File: src/rtl/sd_dev_cmd_phy.sv
// SD device CMD-line PHY: deserializes 48-bit host commands with CRC7/framing check
// and serializes 48-bit responses after a programmable Ncr gap.
//
// state    | meaning
// ---------+------------------------------------------------------------
// S_IDLE   | line idle; waiting for a start bit or a response request
// S_RX_DIR | start bit seen; next bit is the transmission (direction) bit
// S_RX     | shifting in index, argument, CRC7 and end bit (46 bits)
// S_GAP    | Ncr gap before the response; line released and high
// S_TX     | driving the 48-bit response, MSB first
// S_TX_END | end bit driven; release the line on the next bit period
module sd_dev_cmd_phy #(
    parameter int RSP_GAP = 2
) (
    input  logic        clk,
    input  logic        rst,
    input  logic        i_bit_en,
    input  logic        i_sd_cmd_in,
    output logic        o_sd_cmd_dir,
    output logic        o_sd_cmd_out,
    output logic        o_cmd_stb,
    output logic [5:0]  o_cmd_index,
    output logic [31:0] o_cmd_arg,
    output logic        o_cmd_crc_err,
    input  logic        i_rsp_stb,
    input  logic [5:0]  i_rsp_index,
    input  logic [31:0] i_rsp_arg,
    input  logic        i_rsp_no_crc,
    output logic        o_rsp_busy,
    output logic        o_rsp_done
);

    typedef enum logic [2:0] {
        S_IDLE,
        S_RX_DIR,
        S_RX,
        S_GAP,
        S_TX,
        S_TX_END
    } state_t;

    state_t      r_state;
    logic [5:0]  r_bit_cnt;
    logic [44:0] r_rx_shift;
    logic [6:0]  r_crc;
    logic [39:0] r_tx_shift;
    logic        r_tx_no_crc;
    logic [3:0]  r_gap_cnt;

    logic [45:0] w_rx_frame;
    logic [3:0]  w_gap_load;

    assign w_rx_frame = {r_rx_shift, i_sd_cmd_in};
    assign w_gap_load = 4'(RSP_GAP);

    // Serial CRC7, polynomial x^7 + x^3 + 1.
    function automatic logic [6:0] crc7_step(input logic [6:0] c, input logic b);
        logic fb;
        fb = b ^ c[6];
        return {c[5:0], 1'b0} ^ {3'b000, fb, 2'b00, fb};
    endfunction

    always_ff @(posedge clk) begin
        if (rst) begin
            r_state       <= S_IDLE;
            r_bit_cnt     <= '0;
            r_rx_shift    <= '0;
            r_crc         <= '0;
            r_tx_shift    <= '0;
            r_tx_no_crc   <= 1'b0;
            r_gap_cnt     <= '0;
            o_sd_cmd_dir  <= 1'b0;
            o_sd_cmd_out  <= 1'b1;
            o_cmd_stb     <= 1'b0;
            o_cmd_index   <= '0;
            o_cmd_arg     <= '0;
            o_cmd_crc_err <= 1'b0;
            o_rsp_busy    <= 1'b0;
            o_rsp_done    <= 1'b0;
        end else begin
            o_cmd_stb  <= 1'b0;
            o_rsp_done <= 1'b0;
            case (r_state)
                S_IDLE: begin
                    // A response request wins over a start bit in the same cycle.
                    if (i_rsp_stb) begin
                        r_tx_shift  <= {2'b00, i_rsp_index, i_rsp_arg};
                        r_tx_no_crc <= i_rsp_no_crc;
                        r_gap_cnt   <= w_gap_load;
                        r_crc       <= '0;
                        r_bit_cnt   <= '0;
                        o_rsp_busy  <= 1'b1;
                        r_state     <= S_GAP;
                    end else if (i_bit_en && !i_sd_cmd_in) begin
                        r_crc      <= '0;
                        o_rsp_busy <= 1'b1;
                        r_state    <= S_RX_DIR;
                    end
                end
                S_RX_DIR: begin
                    if (i_bit_en) begin
                        if (i_sd_cmd_in) begin
                            r_crc     <= crc7_step(r_crc, 1'b1);
                            r_bit_cnt <= '0;
                            r_state   <= S_RX;
                        end else begin
                            o_rsp_busy <= 1'b0;
                            r_state    <= S_IDLE;
                        end
                    end
                end
                S_RX: begin
                    if (i_bit_en) begin
                        r_rx_shift <= w_rx_frame[44:0];
                        if (r_bit_cnt < 6'd38)
                            r_crc <= crc7_step(r_crc, i_sd_cmd_in);
                        if (r_bit_cnt == 6'd45) begin
                            o_cmd_stb     <= 1'b1;
                            o_cmd_index   <= w_rx_frame[45:40];
                            o_cmd_arg     <= w_rx_frame[39:8];
                            o_cmd_crc_err <= (w_rx_frame[7:1] != r_crc) | ~i_sd_cmd_in;
                            o_rsp_busy    <= 1'b0;
                            r_state       <= S_IDLE;
                        end else begin
                            r_bit_cnt <= r_bit_cnt + 6'd1;
                        end
                    end
                end
                S_GAP: begin
                    if (i_bit_en) begin
                        if (r_gap_cnt == 4'd1)
                            r_state <= S_TX;
                        else
                            r_gap_cnt <= r_gap_cnt - 4'd1;
                    end
                end
                S_TX: begin
                    if (i_bit_en) begin
                        o_sd_cmd_dir <= 1'b1;
                        // Bits 0..39 feed the CRC as they go out; 40..46 then shift the CRC out.
                        if (r_bit_cnt < 6'd40) begin
                            o_sd_cmd_out <= r_tx_shift[39];
                            r_tx_shift   <= {r_tx_shift[38:0], 1'b0};
                            r_crc        <= crc7_step(r_crc, r_tx_shift[39]);
                        end else if (r_bit_cnt < 6'd47) begin
                            o_sd_cmd_out <= r_tx_no_crc | r_crc[6];
                            r_crc        <= {r_crc[5:0], 1'b0};
                        end else begin
                            o_sd_cmd_out <= 1'b1;
                        end
                        if (r_bit_cnt == 6'd47)
                            r_state <= S_TX_END;
                        else
                            r_bit_cnt <= r_bit_cnt + 6'd1;
                    end
                end
                S_TX_END: begin
                    if (i_bit_en) begin
                        o_sd_cmd_dir <= 1'b0;
                        o_sd_cmd_out <= 1'b1;
                        o_rsp_done   <= 1'b1;
                        o_rsp_busy   <= 1'b0;
                        r_state      <= S_IDLE;
                    end
                end
                default: begin
                    o_sd_cmd_dir <= 1'b0;
                    o_sd_cmd_out <= 1'b1;
                    o_rsp_busy   <= 1'b0;
                    r_state      <= S_IDLE;
                end
            endcase
        end
    end

endmodule

File: config.mk
export PLATFORM = sky130hd
export DESIGN_NAME = sd_dev_cmd_phy
export DESIGN_NICKNAME = d
export VERILOG_FILES = /design/src/rtl/sd_dev_cmd_phy.sv
export SDC_FILE = /design/constraint.sdc
export NUM_CORES = 1
export LEC_CHECK = 0
export CAP_MARGIN = 20
export CORE_MARGIN = 4
export CORE_UTILIZATION = 45
export DETAILED_ROUTE_END_ITERATION = 7
export PLACE_DENSITY = 0.76
export SLEW_MARGIN = 20
export SYNTH_ARGS = -nofsm -noshare
export SYNTH_HDL_FRONTEND = slang
export SYNTH_SLANG_ARGS = --single-unit
File: constraint.sdc
create_clock -name clk -period 2.4 [get_ports clk]
set_input_delay 0.24 -clock clk [delete_from_list [all_inputs] [get_ports clk]]
set_output_delay 0.24 -clock clk [all_outputs]
set_load 0.03 [all_outputs]
==> results of run 1 <==
-- layout make-up --
cell class	count	area share [%]
Multi-Input combinational cell	585	38.0
Timing Repair Buffer	110	13.8
Sequential cell	150	37.4
Clock inverter	10	1.78
Clock buffer	21	5.99
Inverter	6	0.281
Tap cell	180	2.81
-- kinds of logic after synthesis --
family          count (synthesis)  synth area share (%)
compound gates                178                  18.6
xor+xnor                       12                  1.66
flops                         150                  47.5
simple gates                  387                  26.4
mux                             4                 0.634
buf+inv                        70                  4.44
fa+ha+maj                       4                 0.792
-- worst max-delay path, cell delays in order (launching register included) --
cell       delay, ns
dfxtp_1         0.69
inv_1           0.30
a221oi_2        0.55
a2111oi_4       0.11
buf_4           0.19
nor2_1          0.11
nor3_1          0.06
-- final timing paths --
check	end	depth (start not counted)	startpoint
worst max-delay path	r_crc[3]	6	r_state[1]
worst min-delay path	r_tx_no_crc	2	rst
worst max register to register	r_crc[3]	6	r_state[1]
worst min register to register	o_cmd_index[5]	2	r_rx_shift[44]
-- power by group through the flow --
| stage | combinational, mW | sequential (mW) | clock, mW |
|---|---|---|---|
| after floorplan | 1.37 | 2.97 | 0 |
| after global placement | 1.77 | 3.01 | 0 |
| after detailed placement | 1.80 | 3.02 | 0 |
| after CTS | 1.81 | 2.97 | 2.84 |
| after global routing | 2.03 | 3.01 | 2.96 |
| final | 1.81 | 2.98 | 2.78 |
-- placed cells by master (no fill, tap or decap), drive strengths merged, types with 2 or more instances in the layout --
master and instances:
nand4 3, clkinv 4, and3 3, a21o 3, nor2 55, nor3b 4, nor4b 3, a211oi 6
dfxtp 150, a21oi 104, clkdlybuf4s50 86, nand2 259, mux2i 4, ha 4, clkbuf 21, nand3b 2
nand2b 10, xnor2 9, o21ai 10, or3 4, or4b 2, a31oi 5, xor2 3, a311oi 39
buf 24, bufinv 3, nor2b 5, nor3 11, inv 8, nand3 17, or3b 2
-- sequential cells by signal, indices dropped and copies added (netlist names) --
signal,count
r_rx_shift,45
r_tx_shift,40
r_state,3
o_sd_cmd_dir,1
o_cmd_crc_err,1
o_cmd_index,6
r_bit_cnt,6
o_cmd_arg,32
r_tx_no_crc,1
o_cmd_stb,1
o_rsp_busy,1
o_rsp_done,1
o_sd_cmd_out,1
r_crc,7
r_gap_cnt,4
-- metrics by stage --
stage          std cells  worst slack, ns  util [%]  hold slack, ns
2_1_floorplan        805            0.518         -           0.387
3_3_place_gp        1031            0.249      53.5           0.442
3_5_place_dp        1031            0.169      53.5           0.446
4_1_cts             1062            0.311      58.0           0.306
5_1_grt             1062           0.0842      58.0           0.341
6_report            1062            0.246      58.0           0.323
-- metal layers --
metal	GRT usage, %	vias to the layer above	share of wire, %	wire (um)
li1	-	2875	-	-
met1	25.3	2652	46	6750
met4	7.63	0	1.4	211
met3	4.38	20	5.1	745
met5	0	-	0	0
met2	29.4	113	47	6880
==> flow_summary.ini, run 1 <==
[timing]
fmaxAchievable_mhz = 464
tightest_slew_ns = 0.584
relSlewSlack_pct = 60.6
rsz0062_at_grt = false
fin_setup_tns_ns = 0
final_max_slew_viol_count = 0
timing.final.crit_share_pct = 89.7
period_minus_slack_ns = 2.15
finalSetupViolations = 0
fin_skew_ns = 0.0103
final-hold-violation-count = 0

[clock_tree]
cts_sinks = 150
clockBufferDepth = 2
cts_buffers = 17
cts_tree = yes
clk_pin_slew_ns = 0.06
cts-hold-fix-buffers = 0
root_buffer = clkbuf_16
cts_setup_buffers = 0
cts.repair.resized = 0
ctsHtreeMaxLevel = 4
insertion_delay_ns = 0.42

[run_status]
status = complete, no violations

[global_route]
grt_pass1_wl_um = 25200
grt_usage_pct = 18.8
antenna_found_initial = 0
grt_pass1_vias = 5314
grt_max_degree = 81
grt.overflow.total = 0

[synth]
synthTopCellsByArea = dfxtp_1, nand2_1, a21oi_1
synthTopCellsByCount = nand2_1, dfxtp_1, a21oi_1, nor2_1, clkbuf_1
ys_ff_latch = 150
yosysWarnings = 0
synth_flop_cell = dfxtp_1
netlist_area_um2 = 6320
synth_edf_count = 0
yosysTopAreaCell = dfxtp_1
synth_top_area_share_pct = 47.5
syn-num-nets = 853
syn_inst = 805
async_flop_share_pct = 0
ys_seq_area_share_pct = 47.5
syn_avg_cell_area_um2 = 7.85
yosysMostFrequentCell = nand2_1
yosys.cell_types.count = 52

[power]
p_sw_share_pct = 30.3
seqPwrFrac_pct = 39.3
power.density_nw_per_um2 = 943
ir_worst_vdd_mv = 0.523
combPwrFrac_pct = 23.9
p_switching_mw = 2.30
clockPowerShare_pct = 36.7
power_leakage_nw = 2.78
p_int_mw = 5.27
p_total_mw = 7.57

[floorplanning]
ios = 88
rows = 43
die_height_um = 126
die-area_um2 = 16000
coreArea_um2 = 13800
die_w_um = 126
start_util_pct = 45.7

[finish]
antenna_cells = 0
final_area_um2 = 8030
finalNetCount = 918
fillers = 1236
area_growth_pct = 27.1
drive_gt1_share_pct = 7.60
seqCellArea_um2 = 3000
multi_input_area_um2 = 3050

[critical_path]
required_ns = 2.68
cp-start-kind = flop
cp_max_fo = 19
cp.arrival_ns = 2.43
rrSetupSlack_ns = 0.25
path_class = flop to flop
endpoint_kind = flop

[drt]
first_pass_iters = 5
via_count = 5660
postRouteAntennaNets = 0
wirelength_um = 14600
drc = 0
drt_iter0_markers = 375
via_per_inst = 5.33
avgRoutedWirePerCell_um = 13.7

[placement]
placed_cell_area_um2 = 7400
io_buffers = 87
dp_hpwl_um = 9180
routabilityCongestion = 0.841

[job]
drv_cap = 0

[hold_path]
hp-class = primary input to flop
Power figures use the tool's default switching activity.
==> run 2: changes to the inputs <==
--- a/config.mk
+++ b/config.mk
@@ -6,10 +6,11 @@
 export NUM_CORES = 1
 export LEC_CHECK = 0
 export CAP_MARGIN = 20
-export CORE_MARGIN = 4
+export CORE_MARGIN = 2
 export CORE_UTILIZATION = 45
 export DETAILED_ROUTE_END_ITERATION = 7
 export PLACE_DENSITY = 0.76
+export REMOVE_ABC_BUFFERS = 1
 export SLEW_MARGIN = 20
 export SYNTH_ARGS = -nofsm -noshare
 export SYNTH_HDL_FRONTEND = slang
==> flow_summary.ini, run 2 (synthesized netlist as in run 1, its figures left out) <==
[power]
p_total_mw = 7.42
power.density_nw_per_um2 = 933
power_leakage_nw = 2.74
ir_worst_vdd_mv = 0.571

[placement]
dpl.cell_count = 1028
routabilityCongestion = 0.819
io_buffers = 87
dp_hpwl_um = 8380
placed_cell_area_um2 = 7370
pre_cts_ws_ns = 0.180

[clock_tree]
insertion_delay_ns = 0.42
cts_buffers = 17
root_buffer = clkbuf_16
cts_tree = yes
cts.repair.resized = 0
clockBufferDepth = 2
ctsHtreeMaxLevel = 4
cts_sinks = 150
cts-hold-fix-buffers = 0
cts_setup_buffers = 0
clk_pin_slew_ns = 0.06

[timing]
tightest_slew_ns = 0.645
fin_setup_tns_ns = 0
timing.final.crit_share_pct = 87.5
rsz0062_at_grt = false
period_minus_slack_ns = 2.10
worst_slack_ns = 0.299
final_max_slew_viol_count = 0
relSlewSlack_pct = 57.0
fmaxAchievable_mhz = 476
fin_skew_ns = 0.00815
final-hold-violation-count = 0
finalSetupViolations = 0

[job]
drv_cap = 0

[finish]
area_growth_pct = 25.9
final_area_um2 = 7950
largestRegisters = r_rx_shift: 45 flops, r_tx_shift: 40 flops, o_cmd_arg: 32 flops
finalNetCount = 915
layout_common_cells = nand2_1, dfxtp_1, a21oi_1, clkdlybuf4s50_1, nor2_1
final_common_cell = nand2_1
antenna_cells = 0
largest-register = r_rx_shift
drive_gt1_share_pct = 7.05
instances_no_fill = 1059
largest_register_ffs = 45

[drt]
avgRoutedWirePerCell_um = 12.5
via_per_inst = 5.20
first_pass_iters = 6
drc = 0
drt_iter0_markers = 411
wirelength_um = 13300
postRouteAntennaNets = 0
via_count = 5505

[critical_path]
r2r-end = r_bit_cnt[2]
reg2reg_from = r_state[1]
required_ns = 2.75
cp-startpoint = r_state[1]
cp-start-kind = flop
endpoint_kind = flop
endpoint = r_bit_cnt[2]
cp.arrival_ns = 2.45
path_class = flop to flop
rrSetupSlack_ns = 0.30
cp_max_fo = 18
rr_worst_depth = 5

[global_route]
grt_max_degree = 81
antenna_found_initial = 0
grt_pass1_vias = 4913
grt_usage_pct = 18.5
grt_pass1_wl_um = 22600
grt.overflow.total = 0

[floorplanning]
die-area_um2 = 15000
die_w_um = 122
ios = 88
coreArea_um2 = 13800
rows = 43
start_util_pct = 45.9
die_height_um = 122

[hold_path]
min-delay-start = rst
hp-class = primary input to flop
whs_path_depth = 2

[run_status]
status = complete, no violations
run 2: changes by cell type in the layout (fill, tap and decap cells not counted):
cell	previous run	this run
buf_12	5	4
buf_4	19	17
clkbuf_1	0	2
clkbuf_8	4	0
clkinv_2	2	4
clkinv_4	2	1
clkinvlp_4	1	2
inv_6	2	1
inv_8	0	1
run 2: critical path: stages (launching register included):
cell      delay (ns)
dfxtp_1         0.73
mux2i_1         0.22
o221ai_4        0.24
o311ai_4        0.19
or4b_1          0.49
a21oi_1         0.15
run 2: report_power, final:
group          leakage [nW]  internal [mW]  switching, mW
registers              1.22           2.78          0.197
logic                  1.24          0.758           1.04
clock network         0.285           1.63           1.03
run 2: routing by layer:
metal  vias up  wire length [um]  global-route usage (%)
met5         -                 0                       0
met1      2503              6530                    25.0
li1       2866                 -                       -
met2       121              5900                    28.8
met3        15               643                    4.79
met4         0               203                    6.39
run 2: final cells by class:
type / count / area [um^2]
fillers: 1311 / 5820
multi-input cells: 585 / 3050
flip-flops and latches: 150 / 3000
repair buffers: 107 / 1070
clock buffers: 19 / 433
well taps: 180 / 225
clock inverters: 12 / 154
inverters: 6 / 22.5
run 2: worst min-delay path by stage:
stage / slack [ns] / endpoint
finish: 0.18 / r_bit_cnt[0]
global route: 0.19 / r_bit_cnt[0]
CTS: 0.18 / r_bit_cnt[0]
detailed placement: 0.45 / o_cmd_arg[19]
global placement: 0.44 / o_cmd_index[2]
floorplan: 0.31 / o_cmd_arg[0]
run 2: through the flow:
step | hold WS [ns] | util [%]
after floorplan | 0.309 | -
after global placement | 0.443 | 53.5
after detailed placement | 0.447 | 53.5
after CTS | 0.177 | 57.7
after global routing | 0.195 | 57.7
final | 0.183 | 57.7
==> run 3: changes to the inputs <==
--- a/config.mk
+++ b/config.mk
@@ -7,9 +7,9 @@
 export LEC_CHECK = 0
 export CAP_MARGIN = 20
 export CORE_MARGIN = 2
-export CORE_UTILIZATION = 45
+export CORE_UTILIZATION = 54
 export DETAILED_ROUTE_END_ITERATION = 7
-export PLACE_DENSITY = 0.76
+export PLACE_DENSITY = 0.87
 export REMOVE_ABC_BUFFERS = 1
 export SLEW_MARGIN = 20
 export SYNTH_ARGS = -nofsm -noshare
==> flow_summary.ini, run 3 (synthesized netlist as in run 1, its figures left out) <==
[run_status]
status = complete, no violations

[finish]
finish.utilization_pct = 69.4
largest-register = r_rx_shift
fillers = 914
multi_input_area_um2 = 3050
instances_no_fill = 1024
largestRegisters = r_rx_shift: 45 flops, r_tx_shift: 40 flops, o_cmd_arg: 32 flops
finalNetCount = 916
final_common_cell = nand2_1
seqCellArea_um2 = 3000
layout_common_cells = nand2_1, dfxtp_1, a21oi_1, clkdlybuf4s50_1, nor2_1
drive_gt1_share_pct = 7.38
largest_register_ffs = 45
area_growth_pct = 25.6
antenna_cells = 0

[timing]
fin_hold_ws_ns = 0.355
rsz0062_at_grt = false
final-hold-violation-count = 0
final_max_slew_viol_count = 0
relSlewSlack_pct = 56.6
fin_skew_ns = 0.00801
fmaxAchievable_mhz = 479
finalSetupViolations = 0
period_minus_slack_ns = 2.09
tightest_slew_ns = 0.651
timing.final.crit_share_pct = 87.0

[power]
p_sw_share_pct = 31.6
p_total_mw = 7.44
seqPwrFrac_pct = 39.9
p_int_mw = 5.08
power.density_nw_per_um2 = 938
clockPowerShare_pct = 35.8
ir_worst_vdd_mv = 0.584
combPwrFrac_pct = 24.3
p_switching_mw = 2.35
power_leakage_nw = 2.75

[floorplanning]
start_util_pct = 55.3
coreArea_um2 = 11400
ios = 88
rows = 39
die_w_um = 112
die_height_um = 112
die-area_um2 = 12600

[drt]
via_count = 5680
wirelength_um = 13700
via_per_inst = 5.55
first_pass_iters = 5
avgRoutedWirePerCell_um = 13.4
drc = 0
drt_iter0_markers = 390
met1_length_um = 6190
postRouteAntennaNets = 0
met3_length_um = 743
met2_length_um = 6540
highest_layer = met4

[critical_path]
path_class = flop to flop
cp_slowest_cell = or4b_1
critPathTopFamily = simple AND/OR/NAND/NOR gates
reg2reg_from = r_state[2]
cp.arrival_ns = 2.43
cpPeakStageDelay_ns = 0.49
required_ns = 2.74
endpoint_kind = flop
cp_max_fo = 10
rr_worst_depth = 5
critPathBufInv = 0
rrSetupSlack_ns = 0.31
path_cells = or2_1 > o221ai_4 > o311ai_4 > or4b_1 > a21oi_1
cp-start-kind = flop
r2r-end = r_bit_cnt[2]

[hold_path]
min-delay-start = rst
hp-class = primary input to flop
holdPathEnd = r_tx_shift[0]
whs_path_depth = 2

[clock_tree]
root_buffer = clkbuf_16
cts_tree = yes
clk_pin_slew_ns = 0.06
cts_buffers = 17
cts-hold-fix-buffers = 0
cts_sinks = 150
ctsHtreeMaxLevel = 4
cts_setup_buffers = 0
clockBufferDepth = 2
cts.repair.resized = 0
insertion_delay_ns = 0.41

[global_route]
grt.overflow.total = 0
grt_pass1_vias = 5248
grt_max_degree = 81
grt_usage_pct = 22.5
antenna_found_initial = 0
grt_pass1_wl_um = 23700

[placement]
dpl.cell_count = 992
routabilityCongestion = 0.845
dp_hpwl_um = 8730
io_buffers = 87

[job]
drv_cap = 0
run 3: worst max path at each step:
| stage | start | endpoint | slack [ns] | depth (start not counted) |
|---|---|---|---|---|
| floorplan | r_state[1] | o_cmd_arg[0] | -1.15 | 4 |
| global placement | i_bit_en | r_crc[0] | 0.23 | 7 |
| detailed placement | i_bit_en | r_crc[0] | 0.17 | 7 |
| CTS | r_state[1] | r_crc[4] | 0.34 | 6 |
| global route | r_state[1] | r_crc[1] | 0.13 | 6 |
| finish | r_state[2] | r_bit_cnt[2] | 0.31 | 5 |
run 3: worst register-to-register path: cells and delay by family (launching register included):
family	cells	cell delay [ns]
AOI/OAI and AO/OA	3	0.66
and+or+nand+nor	2	0.95
DFF	1	0.41
run 3: power groups by stage:
stage / logic [mW] / registers, mW / clock network (mW)
after floorplan: 1.21 / 3.04 / 0
after global placement: 1.75 / 3.01 / 0
after CTS: 1.80 / 2.96 / 2.69
final: 1.81 / 2.96 / 2.66
after global routing: 2.03 / 3.00 / 2.83
after detailed placement: 1.79 / 3.01 / 0
run 3: routing by layer:
layer | track usage (%) | vias up
met1 | 29.6 | 2620
li1 | - | 2859
met3 | 5.62 | 27
met2 | 36.2 | 174
met5 | 0 | -
met4 | 7.72 | 0
run 3: layout make-up:
type / instances / area share (%)
Multi-Input combinational cell: 585 / 38.5
Inverter: 6 / 0.284
Clock inverter: 14 / 2.11
Tap cell: 143 / 2.26
Clock buffer: 18 / 5.41
Timing Repair Buffer: 108 / 13.6
Sequential cell: 150 / 37.9
run 3: stage by stage:
stage / setup TNS [ns] / cell area, um^2 / setup WS (ns)
4_1_cts: 0 / 7930 / 0.339
2_1_floorplan: -91.91 / 6060 / -1.15
6_report: 0 / 7930 / 0.313
5_1_grt: 0 / 7930 / 0.131
3_3_place_gp: 0 / 7330 / 0.234
3_5_place_dp: 0 / 7330 / 0.168
